File: src/rtl/decode_stage.sv
// decode_stage: registered RV32I/RV64I decoder behind valid/ready handshakes with flush and delivered-instruction counter
module decode_stage #(
  parameter int XLEN  = 64,
  parameter int CNT_W = 32
) (
  input  logic             clk,
  input  logic             rst,
  input  logic             in_valid,
  output logic             in_ready,
  input  logic [31:0]      in_inst,
  input  logic [XLEN-1:0]  in_pc,
  input  logic             flush,
  output logic             out_valid,
  input  logic             out_ready,
  output logic [XLEN-1:0]  out_pc,
  output logic [4:0]       rd,
  output logic [4:0]       rs1,
  output logic [4:0]       rs2,
  output logic [XLEN-1:0]  imm,
  output logic [3:0]       alu_op,
  output logic             src2_imm,
  output logic             is_word,
  output logic             reg_wen,
  output logic             mem_ren,
  output logic             mem_wen,
  output logic [7:0]       mem_wmask,
  output logic             mem_unsigned,
  output logic             is_branch,
  output logic [2:0]       br_cond,
  output logic             is_jal,
  output logic             is_jalr,
  output logic             is_lui,
  output logic             is_auipc,
  output logic             is_ebreak,
  output logic             illegal,
  output logic [CNT_W-1:0] dec_count
);
  localparam bit RV64 = XLEN == 64;
  localparam logic [31:0] F3_ALU = {4'd9, 4'd8, 4'd6, 4'd5, 4'd4, 4'd3, 4'd2, 4'd0};
  logic [6:0] w_op, w_f7;
  logic [2:0] w_f3;
  logic w_lui, w_auipc, w_jal, w_jalr, w_br, w_ld, w_st, w_opi, w_opr, w_opiw, w_oprw, w_ebreak;
  logic w_f7ok, w_shok, w_shwok, w_legal, w_alt, w_wen, w_src2;
  logic [3:0] w_alu;
  logic [7:0] w_mask;
  logic [XLEN-1:0] w_imm;
  assign w_op     = in_inst[6:0];
  assign w_f3     = in_inst[14:12];
  assign w_f7     = in_inst[31:25];
  assign w_lui    = w_op == 7'h37;
  assign w_auipc  = w_op == 7'h17;
  assign w_jal    = w_op == 7'h6f;
  assign w_jalr   = w_op == 7'h67;
  assign w_br     = w_op == 7'h63;
  assign w_ld     = w_op == 7'h03;
  assign w_st     = w_op == 7'h23;
  assign w_opi    = w_op == 7'h13;
  assign w_opr    = w_op == 7'h33;
  assign w_opiw   = w_op == 7'h1b;
  assign w_oprw   = w_op == 7'h3b;
  assign w_ebreak = in_inst == 32'h0010_0073;
  assign w_f7ok   = w_f7 == 7'd0 || (w_f7 == 7'h20 && (w_f3 == 3'd0 || w_f3 == 3'd5));
  assign w_shwok  = w_f3 == 3'd1 ? w_f7 == 7'd0 : (w_f7 == 7'd0 || w_f7 == 7'h20);
  assign w_shok   = !RV64 ? w_shwok :
                    w_f3 == 3'd1 ? in_inst[31:26] == 6'd0 :
                    (in_inst[31:26] == 6'd0 || in_inst[31:26] == 6'b010000);
  assign w_legal  = in_inst[1:0] == 2'b11 && (w_lui || w_auipc || w_jal || w_ebreak ||
                    (w_jalr && w_f3 == 3'd0) ||
                    (w_br && w_f3[2:1] != 2'b01) ||
                    (w_ld && w_f3 != 3'd7 && (RV64 || (w_f3 != 3'd3 && w_f3 != 3'd6))) ||
                    (w_st && !w_f3[2] && (RV64 || w_f3 != 3'd3)) ||
                    (w_opi && ((w_f3 == 3'd1 || w_f3 == 3'd5) ? w_shok : 1'b1)) ||
                    (w_opr && w_f7ok) ||
                    (RV64 && w_opiw && (w_f3 == 3'd0 || ((w_f3 == 3'd1 || w_f3 == 3'd5) && w_shwok))) ||
                    (RV64 && w_oprw && (w_f3 == 3'd0 || w_f3 == 3'd1 || w_f3 == 3'd5) && w_f7ok));
  assign w_alt    = ((w_opr || w_oprw) && in_inst[30]) || ((w_opi || w_opiw) && w_f3 == 3'd5 && in_inst[30]);
  assign w_alu    = !w_legal ? 4'd0 :
                    w_br ? (!w_f3[2] ? 4'd1 : w_f3[1] ? 4'd4 : 4'd3) :
                    (w_opr || w_oprw || w_opi || w_opiw) ? (w_alt ? (w_f3 == 3'd0 ? 4'd1 : 4'd7) : F3_ALU[{w_f3, 2'b00} +: 4]) :
                    4'd0;
  assign w_imm    = (!w_legal || w_opr || w_oprw) ? '0 :
                    (w_lui || w_auipc) ? XLEN'($signed({in_inst[31:12], 12'h000})) :
                    w_jal ? XLEN'($signed({in_inst[31], in_inst[19:12], in_inst[20], in_inst[30:21], 1'b0})) :
                    w_br ? XLEN'($signed({in_inst[31], in_inst[7], in_inst[30:25], in_inst[11:8], 1'b0})) :
                    w_st ? XLEN'($signed({in_inst[31:25], in_inst[11:7]})) :
                    XLEN'($signed(in_inst[31:20]));
  assign w_mask   = (w_legal && w_st) ? (w_f3[1] ? (w_f3[0] ? 8'hFF : 8'h0F) : (w_f3[0] ? 8'h03 : 8'h01)) : 8'h00;
  assign w_wen    = w_legal && (w_opi || w_opiw || w_opr || w_oprw || w_lui || w_auipc || w_jal || w_jalr || w_ld);
  assign w_src2   = w_legal && (w_opi || w_opiw || w_lui || w_auipc || w_jal || w_jalr || w_ld || w_st);
  assign in_ready = !out_valid || out_ready || flush;
  always_ff @(posedge clk) begin
    if (rst) begin
      out_valid    <= 1'b0;
      out_pc       <= '0;
      rd           <= '0;
      rs1          <= '0;
      rs2          <= '0;
      imm          <= '0;
      alu_op       <= '0;
      src2_imm     <= 1'b0;
      is_word      <= 1'b0;
      reg_wen      <= 1'b0;
      mem_ren      <= 1'b0;
      mem_wen      <= 1'b0;
      mem_wmask    <= '0;
      mem_unsigned <= 1'b0;
      is_branch    <= 1'b0;
      br_cond      <= '0;
      is_jal       <= 1'b0;
      is_jalr      <= 1'b0;
      is_lui       <= 1'b0;
      is_auipc     <= 1'b0;
      is_ebreak    <= 1'b0;
      illegal      <= 1'b0;
      dec_count    <= '0;
    end else begin
      if (out_valid && out_ready && !flush) dec_count <= dec_count + CNT_W'(1);
      if (flush) out_valid <= 1'b0;
      else if (in_ready) begin
        out_valid <= in_valid;
        if (in_valid) begin
          out_pc       <= in_pc;
          rd           <= w_wen ? in_inst[11:7] : 5'd0;
          rs1          <= in_inst[19:15];
          rs2          <= in_inst[24:20];
          imm          <= w_imm;
          alu_op       <= w_alu;
          src2_imm     <= w_src2;
          is_word      <= w_legal && (w_opiw || w_oprw);
          reg_wen      <= w_wen;
          mem_ren      <= w_legal && w_ld;
          mem_wen      <= w_legal && w_st;
          mem_wmask    <= w_mask;
          mem_unsigned <= w_legal && w_ld && w_f3[2];
          is_branch    <= w_legal && w_br;
          br_cond      <= (w_legal && w_br) ? w_f3 : 3'd0;
          is_jal       <= w_legal && w_jal;
          is_jalr      <= w_legal && w_jalr;
          is_lui       <= w_legal && w_lui;
          is_auipc     <= w_legal && w_auipc;
          is_ebreak    <= w_ebreak;
          illegal      <= !w_legal;
        end
      end
    end
  end
endmodule

File: config.mk
export PLATFORM = sky130hd
export DESIGN_NAME = decode_stage
export DESIGN_NICKNAME = d
export VERILOG_FILES = /design/src/rtl/decode_stage.sv
export SDC_FILE = /design/constraint.sdc
export NUM_CORES = 1
export LEC_CHECK = 0
export ABC_AREA = 0
export CORE_MARGIN = 1.5
export CORE_UTILIZATION = 44
export CTS_BUF_LIST = sky130_fd_sc_hd__clkbuf_8
export CTS_CLUSTER_SIZE = 24
export DETAILED_ROUTE_END_ITERATION = 8
export PLACE_DENSITY = 0.83
export SLEW_MARGIN = 30
export SYNTH_ARGS = -nofsm -noshare
export SYNTH_HDL_FRONTEND = slang
export SYNTH_SLANG_ARGS = --single-unit
File: constraint.sdc
create_clock -name clk -period 3.26 [get_ports clk]
set_clock_uncertainty 0.1 [all_clocks]
set_input_delay 0.652 -clock clk [delete_from_list [all_inputs] [get_ports clk]]
set_output_delay 0.652 -clock clk [all_outputs]
set_load 0.005 [all_outputs]
==> flow_metrics.py <==
metrics = {
    "timing": {
        "fin_crit_ps": 3050,
        "rsz0062_at_grt": "no",
        "setup_tns_ps": 0,
        "worstMarginPinSlew_ps": 772,
        "slew_viol_final": 0,
        "maxSlewHeadroom_pct": 48.5,
        "finalSetupViolCount": 0,
        "fin_crit_sh_pct": 93.7,
        "worst_slack_ps": 206,
        "max_freq_ghz": 0.327,
        "hold_viol": 0,
    },
    "detailed_routing": {
        "via_count": 6866,
        "vias_per_cell": 5.14,
        "wire_per_inst_um": 16.6,
        "drt_first_pass_iters": 5,
        "wl_um": 22100,
        "ant_nets": 0,
        "drtIter0Drc": 439,
        "drc_errors": 0,
    },
    "floorplanning": {
        "die_x_um": 130,
        "die_area_mm2": 0.0168,
        "rows": 46,
        "num_io_pins": 306,
        "design.core.area_mm2": 0.0158,
        "die_y_um": 130,
        "start_util_pct": 44.7,
    },
    "synthesis": {
        "synth-edff-count": 0,
        "syn_area_mm2": 0.00705,
        "ys_types": 66,
        "ys_ff_latch": 167,
        "yosysSeqAreaShare_pct": 47.4,
        "synth_area_per_cell_um2": 8.37,
        "synthArstFlopShare_pct": 0,
        "syn_inst": 843,
        "synthFlopType": "dfxtp_1",
        "synth_nets": 950,
        "yosys_warnings": 0,
    },
    "worst_setup_path": {
        "cp.arrival_ps": 3350,
        "crit_required_ps": 3560,
        "cp_top_family": "compound AO/OA/AOI/OAI gates",
        "crit_buf_inv": 1,
        "slowest_delay_ps": 660,
        "start_kind": "input pin",
        "cp_cell_sequence": "clkdlybuf4s50_1 > nor4_1 > and4_1 > nand4_1 > a21oi_1 > o31a_1 > a32o_1",
        "rr_endpoint": "mem_wmask[6]$_SDFFE_PP0P_",
        "cp_max_fo": 19,
        "crit_slowest_cell": "o31a_1",
        "end_kind": "flip-flop",
        "crit_cells": 7,
        "r2r_start": "out_valid$_SDFFE_PP0P_",
        "reg2regPathDepth": 5,
        "critical_path_class": "in -> reg",
        "rrSetupSlack_ps": 1170,
    },
    "pwr": {
        "ir_drop_uv": 233,
        "p_seq_share_pct": 49.4,
        "power_mw": 4.27,
        "clockPowerShare_pct": 38.7,
        "intPower_mw": 3.21,
        "p_per_area_mw_per_mm2": 402,
        "switchingPower_mw": 1.06,
        "switching_share_pct": 24.8,
        "power.static_leakage_nw": 3.83,
        "power_frac_comb_pct": 11.9,
    },
    "clocking": {
        "cts.clk_slew.worst_paths_ps": 90,
        "hold_buffers": 0,
        "cts_buffer_depth": 2,
        "cts_max_level": 4,
        "clock_sink_count": 167,
        "cts_tree": "done",
        "worstSkewPairLatency_ps": 450,
        "clockRootBuffer": "clkbuf_8",
        "numCtsBuffers": 17,
        "cts_resized": 0,
        "postCtsSetupRepairBufs": 0,
    },
    "layout": {
        "area_growth_pct": 50.3,
        "nets": 1215,
        "diodes": 0,
        "drive_gt1_share_pct": 7.94,
        "layout_common_cells": "304 x clkdlybuf4s50_1, 216 x nand2_1, 167 x dfxtp_1",
        "layout_commonest_cell": "clkdlybuf4s50_1",
        "num-fill-cells": 1315,
    },
    "hold_path": {
        "hp-class": "reg -> reg",
        "hold_depth": 2,
        "holdPathEnd": "out_pc[27]$_SDFFE_PP0P_",
        "hold_start": "out_pc[27]$_SDFFE_PP0P_",
    },
    "placed_design": {
        "gp_congestion": 0.886,
        "dp_hpwl_um": 16300,
        "pre_cts_ws_ps": -181,
        "place.port_buffers": 305,
    },
    "flow_run": {
        "maxCapViolCount": 0,
    },
    "global_route": {
        "grt_antenna_before_repair": 0,
        "grt_overflow": 0,
        "groute.usage.overall_pct": 25.2,
        "grt_start_max_net_pins": 82,
        "grt_pass1_vias": 6030,
        "grt_pass1_wl_um": 32600,
    },
    "run_status": {
        "outcome": "finished, final reports clean",
    },
}
-- power by group through the flow --
stage          logic, mW  clock network, mW  registers [mW]
6_report           0.508               1.65            2.11
5_1_grt            0.547               1.77            2.11
4_1_cts            0.509               1.69            2.11
3_5_place_dp       0.507                  0            2.16
3_3_place_gp       0.492                  0            2.15
2_1_floorplan      0.189                  0            2.16
-- final cells by class --
cell class | count | area (µm²) | share of cell area, %
clock buffers | 17 | 234 | 2.21
clock inverters | 15 | 211 | 2.00
inverters | 6 | 22.5 | 0.212
multi-input cells | 579 | 3150 | 29.7
flip-flops and latches | 167 | 3340 | 31.5
well taps | 216 | 270 | 2.55
repair buffers | 337 | 3370 | 31.8
-- registers in the layout (all words and copies together), names as in the netlist --
register	cells
dec_count	32
rs2	5
is_jal	1
is_lui	1
rd	5
br_cond	3
mem_wmask	4
is_ebreak	1
reg_wen	1
out_valid	1
alu_op	4
is_word	1
illegal	1
is_jalr	1
rs1	5
is_auipc	1
is_branch	1
src2_imm	1
mem_ren	1
imm	32
mem_unsigned	1
out_pc	64
-- synthesized netlist by cell type (all sizes together) (2+ instances only) --
cell type	count	area [µm²]
nor3	12	86.3
a31oi	2	12.5
inv	6	22.5
nor2b	4	27.5
nand2b	6	45.0
or2	2	12.5
or3	5	32.5
xor2	21	184
nor2	48	183
a32o	12	120
and3	4	25.0
a22o	9	82.6
nor4	4	31.3
and4b	2	20.0
mux2i	7	70.1
nand3b	6	48.8
and2	3	18.8
xnor2	6	52.6
o21ai	39	195
a21oi	109	549
nand4	10	62.6
o31ai	6	65.1
and4	4	35.0
buf	54	408
nand2	217	817
nand3	17	85.1
dfxtp	167	3340
ha	6	75.1
clkbuf	37	159
-- tightest hold or removal path, delay by kind of cell, from the launching register on --
kind	cells	cell delay [ps]
compound gates	1	50
simple gates	1	50
flops	1	320
-- metrics by stage --
step	std cells	hold WS [ps]	utilization (%)	instance area [µm²]
2_1_floorplan	843	346	-	7050
3_3_place_gp	1303	332	64.0	10100
3_5_place_dp	1305	338	64.4	10200
4_1_cts	1337	359	67.2	10600
5_1_grt	1337	370	67.2	10600
6_report	1337	356	67.2	10600
-- routing by layer --
metal / up-vias / track usage (%) / share of wire, %
met4: 0 / 7.78 / 1.7
met1: 3228 / 31.4 / 41
met2: 262 / 42.3 / 49
met5: - / 0 / 0
li1: 3348 / - / -
met3: 28 / 7.02 / 8.1
-- cells by family after synthesis --
logic type,after synthesis,synth area share [%]
buffers and inverters,97,8.36
multiplexers,7,0.993
AO/OA/AOI/OAI,190,16.5
AND/OR/NAND/NOR,349,22.4
flip-flops,167,47.4
XOR/XNOR,27,3.35
adder cells (fa/ha/maj),6,1.06
-- worst max-delay path by stage --
stage	start	to	slack (ps)
final	in_inst[15]	mem_wmask[6]$_SDFFE_PP0P_	210
after global placement	in_inst[15]	rd[1]$_SDFFE_PP0P_	-190
after detailed placement	in_inst[15]	mem_wmask[6]$_SDFFE_PP0P_	-180
after global routing	in_inst[22]	rd[1]$_SDFFE_PP0P_	140
after floorplan	in_inst[13]	rd[1]$_SDFFE_PP0P_	520
after CTS	in_inst[15]	mem_wmask[6]$_SDFFE_PP0P_	290
Power figures use the tool's default switching activity.
